$ cat src/rtl/dmem_arb_pkg.sv
// Shared types and port indices for the data-memory arbiter.
package dmem_arb_pkg;

  typedef enum logic [1:0] {
    ARB_IDLE  = 2'd0,
    ARB_LOCK0 = 2'd1,
    ARB_LOCK1 = 2'd2
  } arb_state_t;

  localparam int unsigned PORT_CORE = 0;
  localparam int unsigned PORT_DMA  = 1;

endpackage

$ cat src/rtl/dmem_arbiter_if.sv
// Two-port request/response bundle between the requesters and the data-memory arbiter.
interface dmem_arbiter_if #(
  parameter int unsigned DM_ADDRESS = 9,
  parameter int unsigned DATA_W     = 32
);
  logic [1:0]                 req_valid_i;
  logic [1:0]                 req_ready_o;
  logic [1:0]                 req_we_i;
  logic [1:0]                 req_lock_i;
  logic [1:0][DM_ADDRESS-1:0] req_addr_i;
  logic [1:0][DATA_W-1:0]     req_wdata_i;
  logic [1:0]                 rsp_valid_o;
  logic [DATA_W-1:0]          rsp_rdata_o;

  modport master (
    output req_valid_i, req_we_i, req_lock_i, req_addr_i, req_wdata_i,
    input  req_ready_o, rsp_valid_o, rsp_rdata_o
  );

  modport slave (
    input  req_valid_i, req_we_i, req_lock_i, req_addr_i, req_wdata_i,
    output req_ready_o, rsp_valid_o, rsp_rdata_o
  );
endinterface

$ cat src/rtl/dmem_rr_pick2.sv
// Two-way combinational grant picker: round robin on last_grant, or port 0 priority
// when DMEM_ARB_FIXED_PRIO_EN is defined.
module dmem_rr_pick2 (
  input  logic [1:0] valid_i,
  input  logic       last_grant_i,
  output logic [1:0] grant_c
);

  always_comb begin
    grant_c = 2'b00;
    unique case (valid_i)
      2'b01:   grant_c = 2'b01;
      2'b10:   grant_c = 2'b10;
      2'b11: begin
`ifdef DMEM_ARB_FIXED_PRIO_EN
        grant_c = 2'b01;
`else
        grant_c = last_grant_i ? 2'b01 : 2'b10;
`endif
      end
      default: grant_c = 2'b00;
    endcase
  end

  // last_grant is unused in the fixed-priority build
  logic unused_last_grant;
  assign unused_last_grant = last_grant_i;

endmodule

$ cat src/rtl/dmem_arbiter.sv
// Shares a single-port data memory between core (port 0) and DMA/debug (port 1),
// with watchdog-bounded lock ownership. Option: DMEM_ARB_FIXED_PRIO_EN.
module dmem_arbiter
  import dmem_arb_pkg::*;
#(
  parameter int unsigned DM_ADDRESS = 9,
  parameter int unsigned DATA_W     = 32,
  parameter int unsigned LOCK_MAX   = 16
) (
  input  logic                  clk,
  input  logic                  rst_n,
  dmem_arbiter_if.slave         req_if,
  output logic                  mem_read_o,
  output logic                  mem_write_o,
  output logic [DM_ADDRESS-1:0] mem_addr_o,
  output logic [DATA_W-1:0]     mem_wdata_o,
  input  logic [DATA_W-1:0]     mem_rdata_i
);

  localparam int unsigned CNT_W = $clog2(LOCK_MAX + 1);

  arb_state_t        state_q, state_d;
  logic              last_grant_q, last_grant_d;
  logic [CNT_W-1:0]  lock_cnt_q, lock_cnt_d;
  logic [1:0]        rsp_valid_q, rsp_valid_d;
  logic [DATA_W-1:0] rsp_rdata_q, rsp_rdata_d;

  logic [1:0] valid_c, pick_c, ready_c;
  logic       xfer_c, gnt_port_c, gnt_we_c, gnt_lock_c, force_rel_c;

  assign valid_c = req_if.req_valid_i;

  dmem_rr_pick2 u_pick (
    .valid_i      (valid_c),
    .last_grant_i (last_grant_q),
    .grant_c      (pick_c)
  );

  // Grant: picker in IDLE, lock owner only while locked; nothing issued during reset
  always_comb begin
    ready_c = 2'b00;
    unique case (state_q)
      ARB_IDLE:  ready_c = pick_c;
      ARB_LOCK0: ready_c[PORT_CORE] = valid_c[PORT_CORE];
      ARB_LOCK1: ready_c[PORT_DMA]  = valid_c[PORT_DMA];
      default:   ready_c = 2'b00;
    endcase
    if (!rst_n) ready_c = 2'b00;
  end

  assign xfer_c      = |ready_c;
  assign gnt_port_c  = ready_c[PORT_DMA];
  assign gnt_we_c    = req_if.req_we_i[gnt_port_c];
  assign gnt_lock_c  = req_if.req_lock_i[gnt_port_c];
  assign force_rel_c = (lock_cnt_q == CNT_W'(LOCK_MAX - 1));

  assign mem_read_o  = xfer_c & ~gnt_we_c;
  assign mem_write_o = xfer_c & gnt_we_c;
  assign mem_addr_o  = xfer_c ? req_if.req_addr_i[gnt_port_c]  : '0;
  assign mem_wdata_o = xfer_c ? req_if.req_wdata_i[gnt_port_c] : '0;

  assign req_if.req_ready_o = ready_c;
  assign req_if.rsp_valid_o = rsp_valid_q;
  assign req_if.rsp_rdata_o = rsp_rdata_q;

  // Next state, lock watchdog and response capture
  always_comb begin
    state_d      = state_q;
    last_grant_d = last_grant_q;
    lock_cnt_d   = lock_cnt_q;
    rsp_valid_d  = ready_c;
    rsp_rdata_d  = rsp_rdata_q;

    if (xfer_c) begin
      last_grant_d = gnt_port_c;
      rsp_rdata_d  = gnt_we_c ? '0 : mem_rdata_i;
    end

    unique case (state_q)
      ARB_IDLE: begin
        if (xfer_c && gnt_lock_c) begin
          state_d    = gnt_port_c ? ARB_LOCK1 : ARB_LOCK0;
          lock_cnt_d = '0;
        end
      end
      ARB_LOCK0, ARB_LOCK1: begin
        lock_cnt_d = lock_cnt_q + CNT_W'(1);
        if (force_rel_c) begin
          // owner loses the next contention after a watchdog release
          state_d      = ARB_IDLE;
          last_grant_d = (state_q == ARB_LOCK1);
          lock_cnt_d   = '0;
        end else if (xfer_c && !gnt_lock_c) begin
          state_d    = ARB_IDLE;
          lock_cnt_d = '0;
        end
      end
      default: state_d = ARB_IDLE;
    endcase
  end

  always_ff @(posedge clk or negedge rst_n) begin
    if (!rst_n) begin
      state_q      <= ARB_IDLE;
      last_grant_q <= 1'b1;
      lock_cnt_q   <= '0;
      rsp_valid_q  <= 2'b00;
      rsp_rdata_q  <= '0;
    end else begin
      state_q      <= state_d;
      last_grant_q <= last_grant_d;
      lock_cnt_q   <= lock_cnt_d;
      rsp_valid_q  <= rsp_valid_d;
      rsp_rdata_q  <= rsp_rdata_d;
    end
  end

endmodule

$ cat src/flat_wrapper.sv
// flat-port wrapper written by rule: the top's interface ports become plain ports
module dmem_arbiter_flat import dmem_arb_pkg::*;
#(
  parameter int unsigned DM_ADDRESS = 9,
  parameter int unsigned DATA_W     = 32,
  parameter int unsigned LOCK_MAX   = 16
)
  (clk, rst_n, mem_read_o, mem_write_o, mem_addr_o, mem_wdata_o, mem_rdata_i, req_if_req_valid_i, req_if_req_we_i, req_if_req_lock_i, req_if_req_addr_i, req_if_req_wdata_i, req_if_req_ready_o, req_if_rsp_valid_o, req_if_rsp_rdata_o);
  dmem_arbiter_if #(.DM_ADDRESS(DM_ADDRESS), .DATA_W(DATA_W)) req_if_i ();
  input  logic clk;
  input  logic rst_n;
  output logic mem_read_o;
  output logic mem_write_o;
  output logic [DM_ADDRESS-1:0] mem_addr_o;
  output logic [DATA_W-1:0] mem_wdata_o;
  input  logic [DATA_W-1:0] mem_rdata_i;
  input wire logic [$bits(req_if_i.req_valid_i)-1:0] req_if_req_valid_i;
  input wire logic [$bits(req_if_i.req_we_i)-1:0] req_if_req_we_i;
  input wire logic [$bits(req_if_i.req_lock_i)-1:0] req_if_req_lock_i;
  input wire logic [$bits(req_if_i.req_addr_i)-1:0] req_if_req_addr_i;
  input wire logic [$bits(req_if_i.req_wdata_i)-1:0] req_if_req_wdata_i;
  output wire logic [$bits(req_if_i.req_ready_o)-1:0] req_if_req_ready_o;
  output wire logic [$bits(req_if_i.rsp_valid_o)-1:0] req_if_rsp_valid_o;
  output wire logic [$bits(req_if_i.rsp_rdata_o)-1:0] req_if_rsp_rdata_o;
  assign req_if_i.req_valid_i = req_if_req_valid_i;
  assign req_if_i.req_we_i = req_if_req_we_i;
  assign req_if_i.req_lock_i = req_if_req_lock_i;
  assign req_if_i.req_addr_i = req_if_req_addr_i;
  assign req_if_i.req_wdata_i = req_if_req_wdata_i;
  assign req_if_req_ready_o = req_if_i.req_ready_o;
  assign req_if_rsp_valid_o = req_if_i.rsp_valid_o;
  assign req_if_rsp_rdata_o = req_if_i.rsp_rdata_o;
  dmem_arbiter #(.DM_ADDRESS(DM_ADDRESS), .DATA_W(DATA_W), .LOCK_MAX(LOCK_MAX)) u_core (.clk(clk), .rst_n(rst_n), .req_if(req_if_i), .mem_read_o(mem_read_o), .mem_write_o(mem_write_o), .mem_addr_o(mem_addr_o), .mem_wdata_o(mem_wdata_o), .mem_rdata_i(mem_rdata_i));
endmodule
$ cat config.mk
export PLATFORM = sky130hd
export DESIGN_NAME = dmem_arbiter_flat
export DESIGN_NICKNAME = d
export VERILOG_FILES = /design/src/rtl/dmem_arb_pkg.sv /design/src/rtl/dmem_arbiter_if.sv /design/src/rtl/dmem_rr_pick2.sv /design/src/rtl/dmem_arbiter.sv /design/src/flat_wrapper.sv
export SDC_FILE = /design/constraint.sdc
export NUM_CORES = 1
export LEC_CHECK = 0
export BUFFER_PORTS_ARGS = -buffer_cell sky130_fd_sc_hd__buf_4
export CAP_MARGIN = 20
export CORE_ASPECT_RATIO = 1.25
export CORE_UTILIZATION = 38
export DETAILED_ROUTE_END_ITERATION = 6
export PLACE_DENSITY = 0.88
export SLEW_MARGIN = 20
export SYNTH_ARGS = -nofsm -noshare
export SYNTH_HDL_FRONTEND = slang
export SYNTH_SLANG_ARGS = --single-unit
$ cat constraint.sdc
create_clock -name clk -period 2.4 [get_ports clk]
set_input_delay 0.24 -clock clk [delete_from_list [all_inputs] [get_ports clk]]
set_output_delay 0.24 -clock clk [all_outputs]
set_load 0.005 [all_outputs]
==> results.cfg, run 1 <==
[status]
status = complete, but fails checks
violations = design-rule violations

[run]
maxCapViolCount = 0

[clock_tree]
cts_root_buf = clkbuf_8
cts_tree = yes
cts.htree.levels = 2
cts_sinks = 42
clk_path_buf_depth = 2
cts_buffers = 5
clk_latency_ns = 0.30
clk_pin_slew_worst_paths_ns = 0.09

[synth]
synthDistinctLibCells = 38
yosys.area.top_type = dfrtp_1
yosys-top-cells-count = a22o_1 (74), dfrtp_1 (41), buf_2 (8), nand2_1 (8), inv_1 (7)
synth_cells = 191
ys_top_cells_by_area = dfrtp_1 (46%), a22o_1 (29%), ha_1 (2.8%)
avgSynthCellArea_um2 = 11.7
synth_nets = 318
synth.top_cell.area_share_pct = 46.0
synth_edf_count = 0
ys_ff_latch = 42
post-synth-top-count-cell = a22o_1
yosys_warnings = 0
syn_area_mm2 = 0.00223
seq_area_frac_synth_pct = 47.2
async_reset_ff_share_pct = 100
synth_ff_type = dfrtp_1

[cells_and_area]
n_antenna_cell = 0
layout.nets = 535
finalInstanceArea_mm2 = 0.00419
syn_to_final_growth_pct = 87.9
drive_gt1_share_pct = 62.1
fill_cells = 384

[die]
die-area_mm2 = 0.00618
die_height_um = 87.6
core_mm2 = 0.00556
ios = 201
rows = 30
initial_core_util_pct = 40.1
die_w_um = 70.5

[power_and_ir_drop]
ir_worst_vdd_v = 0.000562
p_per_area_mw_per_mm2 = 992
leakage_nw = 2.23

[route]
ant_nets = 0
firstDrtPassIters = 7
vias = 2633
first_iter_violations = 126
routed_via_density = 5.57
wl_um = 9250
drcViolationCount = 32
wire_per_inst_um = 19.6

[timing]
min_period_ns = 2.39
fin_tns_setup_ns = 0
fmax_ghz = 0.418
final_max_slew_viol_count = 0
rsz0062_at_grt = true
tightest_slew_ns = 0.725
final-hold-violation-count = 0
skew_ns = 0.00819
fin_crit_sh_pct = 99.6
slew_headroom_pct = 51.5
whs_ns = 0.157
setup_viol_count_final = 0

[grt]
overflow = 0
track_usage_pct = 28.5
grt_max_degree = 42
grt_pass1_vias = 2610
grt_pass1_wl_um = 13300
antenna_found_initial = 0

[critical_path]
critical_path_class = register to primary output
cp.required_ns = 2.16
end_kind = primary output
worstPathArrival_ns = 2.15
crit_fanout = 19
setup.worst_path.start_class = register

[placed_design]
dpl.hpwl_um = 6940
gp_congestion = 0.857
numPortBuffers = 200
placed_area_mm2 = 0.00383

[min_path]
min_path_type = input port to register
[routing by layer]
metal  GRT usage, %  part of all wire (%)  up-vias
met5              0                     0        -
met4           11.7                   3.1        0
met3           6.56                    10       20
met2           49.5                    51      142
met1           34.4                    36     1278
li1               -                     -     1193
[registers in the layout, summed over array words and instances (netlist names)]
| name | flops |
|---|---|
| u_core.req_if.rsp_valid_o | 2 |
| u_core.req_if.rsp_rdata_o | 32 |
| u_core.state_q | 2 |
| u_core.lock_cnt_q | 5 |
| u_core.last_grant_q | 1 |
[cells in the final DEF, fill, tap and decap left out, types with 2 or more instances in the layout]
cell	n
a22o_1	73
buf_12	3
buf_4	212
buf_6	7
clkbuf_16	2
clkbuf_8	5
dfrtp_1	41
ha_1	3
ha_4	2
inv_1	5
inv_2	3
mux2i_1	2
nand2_1	8
nand3_1	2
nor2_4	2
nor3_1	3
o21ai_0	2
o31ai_1	3
or2_4	2
[final timing paths]
kind / slack (ns) / from / cells past startpoint / endpoint
setup / recovery: 0.01 / u_core.state_q[0] / 10 / mem_addr_o[1]
hold / removal: 0.16 / mem_rdata_i[1] / 2 / u_core.req_if.rsp_rdata_o[1]
setup reg to reg: 0.08 / u_core.state_q[0] / 12 / u_core.req_if.rsp_rdata_o[28]
hold reg to reg: 0.49 / u_core.lock_cnt_q[4] / 2 / u_core.lock_cnt_q[4]
max in group asynchronous: 1.43 / rst_n / 3 / u_core.req_if.rsp_valid_o[1]
min in group asynchronous: 0.46 / rst_n / 2 / u_core.last_grant_q
[through the flow]
step / instances / util, % / setup WS, ns / power, mW
after global routing: 473 / 75.4 / -0.0684 / 4.41
final: 473 / 75.4 / 0.0104 / 4.15
after CTS: 467 / 73.3 / -0.00450 / 4.01
after detailed placement: 449 / 68.9 / 0.0951 / 3.37
after global placement: 449 / 68.8 / 0.0423 / 3.32
after floorplan: 191 / - / 0.344 / 2.26
[final cells by class]
class,instances,area [um^2],area share [%]
Clock buffer,6,72.6,1.73
Clock inverter,2,13.8,0.328
Inverter,9,36.3,0.866
Multi-Input combinational cell,124,1120,26.7
Sequential cell,42,1050,25.1
Tap cell,64,80.1,1.91
Timing Repair Buffer,226,1820,43.4
[power breakdown]
part / internal (mW) / switching, mW / total (mW)
Clock: 0.205 / 0.247 / 0.453
Sequential: 1.00 / 0.190 / 1.19
Combinational: 1.44 / 1.07 / 2.51
Total: 2.65 / 1.51 / 4.15
[repair_timing]
item / in CTS / in global routing
hold buffers: 1 / 0
gates cloned: 2 / 1
pin swaps: 5 / 5
resized for setup: 11 / 14
setup buffers: 7 / 5
endpoints found under the hold margin: 1 / 0
setup endpoints to repair: 43 / 46
[critical path: stages (launching register included)]
cell	delay [ns]
dfrtp_1	0.40
inv_2	0.10
ha_4	0.14
and3b_2	0.23
or2_4	0.27
inv_4	0.06
buf_12	0.10
nor2_4	0.04
clkbuf_16	0.17
a22o_1	0.19
buf_4	0.14
[kinds of logic (layout without fill, tap and decap cells)]
kind of cell,after synthesis,in the layout,share of synthesized area [%]
compound gates,93,93,37.4
fa+ha+maj,5,5,2.81
buf+inv,25,243,6.17
flops,42,42,47.2
mux,2,2,0.898
simple gates,24,24,5.50
Power figures use the tool's default switching activity.
==> run 2, diff against run 1 <==
--- a/config.mk
+++ b/config.mk
@@ -5,10 +5,12 @@
 export SDC_FILE = /design/constraint.sdc
 export NUM_CORES = 1
 export LEC_CHECK = 0
+export ABC_AREA = 1
 export BUFFER_PORTS_ARGS = -buffer_cell sky130_fd_sc_hd__buf_4
 export CAP_MARGIN = 20
 export CORE_ASPECT_RATIO = 1.25
-export CORE_UTILIZATION = 38
+export CORE_UTILIZATION = 40
+export CTS_BUF_LIST = sky130_fd_sc_hd__clkbuf_8 sky130_fd_sc_hd__clkbuf_16
 export DETAILED_ROUTE_END_ITERATION = 6
 export PLACE_DENSITY = 0.88
 export SLEW_MARGIN = 20
==> run 2 against run 1 <==
  * The run now ends clean
  * Setup slack improved by 0.13 ns
  * Synthesized area rose by 18%
  * Sequential share of layout area fell by 1.2 points
  * Total power fell by 2.0%
  * Design area rose by 5.2%
  * Hold slack got worse by 0.021 ns
  * Clock skew fell by 0.0022 ns
  * Critical path type unchanged
==> results.cfg, run 2 <==
[status]
status = completed

[synth]
synth_compound_area_share_pct = 20.5
synthAdderAreaFrac_pct = 2.38
synth-xor-area-share_pct = 0.667
yosys.area_share.simple_pct = 23.6
synth_top_family_by_area = simple AND/OR/NAND/NOR gates
syn_area_mm2 = 0.00263
synth_nets = 495
yosys-top-cells-count = nand2_1 (131), inv_1 (56), dfrtp_1 (41), o21ai_0 (41), o21bai_1 (41)
ys_top_cells_by_area = dfrtp_1 (39%), nand2_1 (19%), o21bai_1 (12%)
avgSynthCellArea_um2 = 7.13
post-synth-top-count-cell = nand2_1
synthDistinctLibCells = 24
synth_ff_type = dfrtp_1
synth.top_cell.area_share_pct = 39.1
seq_area_frac_synth_pct = 40.1
yosys.area.top_type = dfrtp_1
synth_edf_count = 0
async_reset_ff_share_pct = 100
synth_mux_area_share_pct = 0
yosys_warnings = 0
ys_ff_latch = 42
synth_cells = 368

[die]
die-area_mm2 = 0.00689
core_mm2 = 0.00625
rows = 32
die_w_um = 74.5
ios = 201
initial_core_util_pct = 42.0
die_height_um = 92.6

[grt]
track_usage_pct = 24.0
antenna_found_initial = 0
grt_pass1_wl_um = 12900
grt_max_degree = 48
grt_pass1_vias = 2911
overflow = 0

[placed_design]
gp_congestion = 0.832
numPortBuffers = 200
pre_cts_slack_ns = 0.120
place_inst = 639
dpl.hpwl_um = 6630

[power_and_ir_drop]
power.total_mw = 4.07
clockPowerShare_pct = 13.9
leakage_nw = 2.81
seqPwrFrac_pct = 28.4
p_switching_mw = 1.58
p_sw_share_pct = 38.7
combPwrFrac_pct = 57.8
p_int_mw = 2.50
p_per_area_mw_per_mm2 = 924
ir_worst_vdd_v = 0.000628

[min_path]
min_path_type = input port to register
holdPathStages = 3
min-delay-start = mem_rdata_i[7]

[route]
first_iter_violations = 70
ant_nets = 0
drcViolationCount = 0
firstDrtPassIters = 4
routed_via_density = 4.75
wl_um = 8670
vias = 3103
wire_per_inst_um = 13.3

[critical_path]
critical_path_depth = 10
end_kind = primary output
crit_start = u_core.state_q[1]
critical_path_class = register to primary output
r2r-start = u_core.state_q[1]
crit_family = simple AND/OR/NAND/NOR gates
crit_fanout = 14
r2r_cells = 11
worstPathArrival_ns = 2.02
worst_path_most_repeated_cell = nand2_1
slowest_delay_ns = 0.40
crit_buf_inv = 3
setup.worst_path.start_class = register
crit_chain = inv_1 -> ha_4 -> nand2_1 -> nand2_2 -> nand2_8 -> or2_0 -> o21ai_2 -> nand2_1 -> inv_4 -> buf_4
cp.required_ns = 2.16
slowest_stage = dfrtp_1

[cells_and_area]
largest_reg_flops = 32
layout.nets = 694
n_antenna_cell = 0
final_cell_mix = buf_4 (206), nand2_1 (130), inv_1 (54), o21bai_1 (41), dfrtp_1 (41)
drive_gt1_share_pct = 40.8
final_cells = 653
fill_cells = 526
syn_to_final_growth_pct = 68.0
final_common_cell = buf_4

[timing]
fin_crit_sh_pct = 94.1
final_max_slew_viol_count = 0
min_period_ns = 2.26
fmax_ghz = 0.443
rsz0062_at_grt = false
skew_ns = 0.00604
fin_tns_setup_ns = 0
fin_ws_ns = 0.141
tightest_slew_ns = 0.493
final-hold-violation-count = 0
slew_headroom_pct = 67.1
setup_viol_count_final = 0

[clock_tree]
cts_tree = yes
cts.htree.levels = 2
cts_sinks = 42
clk_pin_slew_worst_paths_ns = 0.08
clk_path_buf_depth = 2
cts_root_buf = clkbuf_8
cts_buffers = 5
clk_latency_ns = 0.29

[run]
maxCapViolCount = 0
## run 2: cell count changes after synthesis, moves of 6 or more
cell	delta
o21ai_0	+39
nand2_1	+123
nand3_1	+6
inv_1	+49
o21bai_1	+41
a22o_1	-74
## run 2: worst paths after layout
path / to / slack (ns)
max in group asynchronous: u_core.req_if.rsp_valid_o[1] / 1.45
max reg2reg: u_core.req_if.rsp_rdata_o[27] / 0.41
max: mem_read_o / 0.14
min reg2reg: u_core.req_if.rsp_rdata_o[18] / 0.49
min: u_core.req_if.rsp_rdata_o[7] / 0.14
min in group asynchronous: u_core.last_grant_q / 0.45
## run 2: tightest hold or removal path: stages
cell,delay (ns)
buf_4,0.07
nand2_1,0.04
nand2_1,0.04
## run 2: final cells by class
cell class	count	area [um^2]	area share [%]
timing repair buffer	210	1610	36.5
sequential	42	1050	23.9
multi-input combinational	250	1300	29.6
tap	85	106	2.41
clock inverter	3	43.8	0.993
inverter	58	226	5.14
clock buffer	5	68.8	1.56
## run 2: logic make-up after synthesis
| family | count (synthesis) |
|---|---|
| flip-flops | 42 |
| AND/OR/NAND/NOR | 154 |
| AO/OA/AOI/OAI | 87 |
| adder cells (fa/ha/maj) | 5 |
| XOR/XNOR | 2 |
| buffers and inverters | 78 |
## run 2: per-stage QoR
step	hold WS [ns]	util, %	instance area [um^2]
2_1_floorplan	-0.0556	-	2630
3_3_place_gp	0.213	66.8	4180
3_5_place_dp	0.212	66.8	4180
4_1_cts	0.129	69.1	4320
5_1_grt	0.142	70.6	4410
6_report	0.136	70.6	4410
## run 2: power by group through the flow
| stage | clock network, mW | registers [mW] | logic, mW |
|---|---|---|---|
| 3_3_place_gp | 0 | 1.15 | 2.13 |
| 4_1_cts | 0.579 | 1.15 | 2.22 |
| 3_5_place_dp | 0 | 1.15 | 2.20 |
| 5_1_grt | 0.611 | 1.19 | 2.63 |
| 2_1_floorplan | 0 | 1.16 | 1.16 |
| 6_report | 0.565 | 1.16 | 2.35 |
## run 2: timing repair
item,CTS,global route
pin swaps,0,3
endpoints found under the hold margin,1,0
endpoints found under the setup margin,43,44
hold buffers,1,0
cloned,0,2
buffers inserted,0,3
gates resized for setup,3,14
## run 2: metal layers
metal | global-route usage [%] | vias up | wire (um)
met4 | 9.75 | 0 | 272
met2 | 40.7 | 159 | 4290
met3 | 8.05 | 24 | 974
li1 | - | 1537 | -
met5 | 0 | - | 0
met1 | 27.0 | 1383 | 3130
==> run 3, diff against run 2 <==
--- a/config.mk
+++ b/config.mk
@@ -12,6 +12,7 @@
 export CORE_UTILIZATION = 40
 export CTS_BUF_LIST = sky130_fd_sc_hd__clkbuf_8 sky130_fd_sc_hd__clkbuf_16
 export DETAILED_ROUTE_END_ITERATION = 6
+export GPL_ROUTABILITY_DRIVEN = 0
 export PLACE_DENSITY = 0.88
 export SLEW_MARGIN = 20
 export SYNTH_ARGS = -nofsm -noshare
==> constraint.sdc (replaced) <==
create_clock -name clk -period 2.4 [get_ports clk]
set_input_delay 0.24 -clock clk [delete_from_list [all_inputs] [get_ports clk]]
set_output_delay 0.24 -clock clk [all_outputs]
set_load 0.01 [all_outputs]
==> run 3 against run 2 <==
  * Sequential cell count did not move
  * Wire length grew 4.3%
  * Sequential share of layout area down 0.15 points
  * Clock power rose by 18%
  * Critical endpoint unchanged
  * Fmax fell by 0.15%
  * Clock skew increased by 0.0034 ns
  * Critical path depth stayed put
  * Register-to-register slack worse by 0.08 ns
==> results.cfg, run 3 (synthesis results as in run 2) <==
[timing]
fin_crit_sh_pct = 94.3
tightest_slew_ns = 0.498
min_period_ns = 2.26
rsz0062_at_grt = true
setup_viol_count_final = 0
final_max_slew_viol_count = 0
fin_ws_ns = 0.137
slew_headroom_pct = 66.8
final-hold-violation-count = 0
skew_ns = 0.00941
whs_ns = 0.138
fmax_ghz = 0.442

[route]
wl_um = 9040
drcViolationCount = 0
vias = 3168
first_iter_violations = 99
routed_via_density = 4.83
wire_per_inst_um = 13.8
ant_nets = 0
firstDrtPassIters = 5

[min_path]
min_path_type = input port to register

[die]
die-area_mm2 = 0.00689
rows = 32
die_w_um = 74.5
core_mm2 = 0.00625
die_height_um = 92.6
initial_core_util_pct = 42.0
ios = 201

[cells_and_area]
syn_to_final_growth_pct = 69.1
fill_cells = 543
layout.nets = 697
final_common_cell = buf_4
finalInstanceArea_mm2 = 0.00444
final_cell_mix = buf_4 (209), nand2_1 (130), inv_1 (55), o21bai_1 (41), dfrtp_1 (41)
multi_input_area_mm2 = 0.00128
largest_reg_flops = 32
n_antenna_cell = 0
seqCellArea_mm2 = 0.00105
drive_gt1_share_pct = 40.8

[placed_design]
placed_area_mm2 = 0.00419
numPortBuffers = 200
dpl.hpwl_um = 6950
pre_cts_slack_ns = 0.228

[power_and_ir_drop]
p_switching_mw = 1.75
p_sw_share_pct = 40.1
p_int_mw = 2.61
p_per_area_mw_per_mm2 = 983
ir_worst_vdd_v = 0.000606
combPwrFrac_pct = 58.2
clockPowerShare_pct = 15.2
seqPwrFrac_pct = 26.6
leakage_nw = 2.83
power.total_mw = 4.36

[grt]
grt_pass1_vias = 2993
overflow = 0
track_usage_pct = 25.4
grt_pass1_wl_um = 13600
antenna_found_initial = 0
grt_max_degree = 48

[critical_path]
worst_path_most_repeated_cell = nand2_1
end_kind = primary output
cp.required_ns = 2.16
slowest_stage = dfrtp_1
crit_fanout = 9
worstPathArrival_ns = 2.02
setup.worst_path.start_class = register
critical_path_class = register to primary output
crit_chain = inv_1 -> ha_2 -> nand2_1 -> nand2_2 -> nand2_4 -> or2_0 -> o21ai_1 -> nand2_1 -> clkinv_4 -> buf_4
slowest_delay_ns = 0.41

[clock_tree]
cts_sinks = 42
clk_latency_ns = 0.29
cts_tree = yes
cts_buffers = 5
clk_pin_slew_worst_paths_ns = 0.08
clk_path_buf_depth = 2
cts_root_buf = clkbuf_8
cts.htree.levels = 2

[status]
status = completed

[run]
maxCapViolCount = 0
## run 3: changes by cell type in the layout (fill, tap and decap cells not counted), sizes merged
cell    previous run  this run
buf              209       212
inv               58        56
clkinv             1         2
bufinv             1         2
## run 3: critical path: cells and delay by family, from the launching register on
family,cells,cell delay [ns]
fa+ha+maj,1,0.22
flops,1,0.41
buf+inv,3,0.31
simple gates,5,0.67
compound gates,1,0.13
## run 3: final cells by class
type,instances,area share (%)
Multi-Input combinational cell,250,28.9
Clock inverter,3,1.55
Sequential cell,42,23.7
Clock buffer,5,1.55
Timing Repair Buffer,213,36.8
Tap cell,85,2.40
Inverter,58,5.10
## run 3: power by group through the flow
stage	clock, mW	combinational [mW]	sequential, mW
floorplan	0	1.24	1.25
global placement	0	2.31	1.16
detailed placement	0	2.42	1.16
CTS	0.673	2.42	1.16
global route	0.716	2.82	1.19
finish	0.664	2.54	1.16
## run 3: worst paths after layout
path                                               start                       endpoint  slack [ns]  cells after the start
setup / recovery                       u_core.state_q[0]                     mem_read_o        0.14                     10
hold / removal                            mem_rdata_i[1]   u_core.req_if.rsp_rdata_o[1]        0.14                      3
setup reg to reg                       u_core.state_q[0]   u_core.req_if.rsp_rdata_o[8]        0.33                     13
hold reg to reg            u_core.req_if.rsp_rdata_o[23]  u_core.req_if.rsp_rdata_o[23]        0.49                      2
max in group asynchronous                          rst_n   u_core.req_if.rsp_valid_o[0]        1.45                      3
min in group asynchronous                          rst_n            u_core.last_grant_q        0.47                      2
## run 3: metal layers
metal / up-vias / wire (um) / global-route usage, %
met2: 157 / 4690 / 45.4
met4: 0 / 185 / 8.02
met3: 18 / 798 / 7.07
met1: 1452 / 3360 / 28.4
li1: 1541 / - / -
met5: - / 0 / 0
## run 3: repair_timing
item,CTS,global route
hold buffers,1,0
pin swaps,0,2
buffers inserted,0,6
setup endpoints to repair,1,43
gates cloned,0,2
endpoints found under the hold margin,1,0
gates resized for setup,1,12
## run 3: through the flow
step / util [%] / setup TNS (ns) / std cells
finish: 71.1 / 0 / 656
global route: 71.1 / -0.0550 / 656
CTS: 69.6 / 0 / 648
detailed placement: 67.0 / 0 / 639
global placement: 67.0 / 0 / 639
floorplan: - / 0 / 368
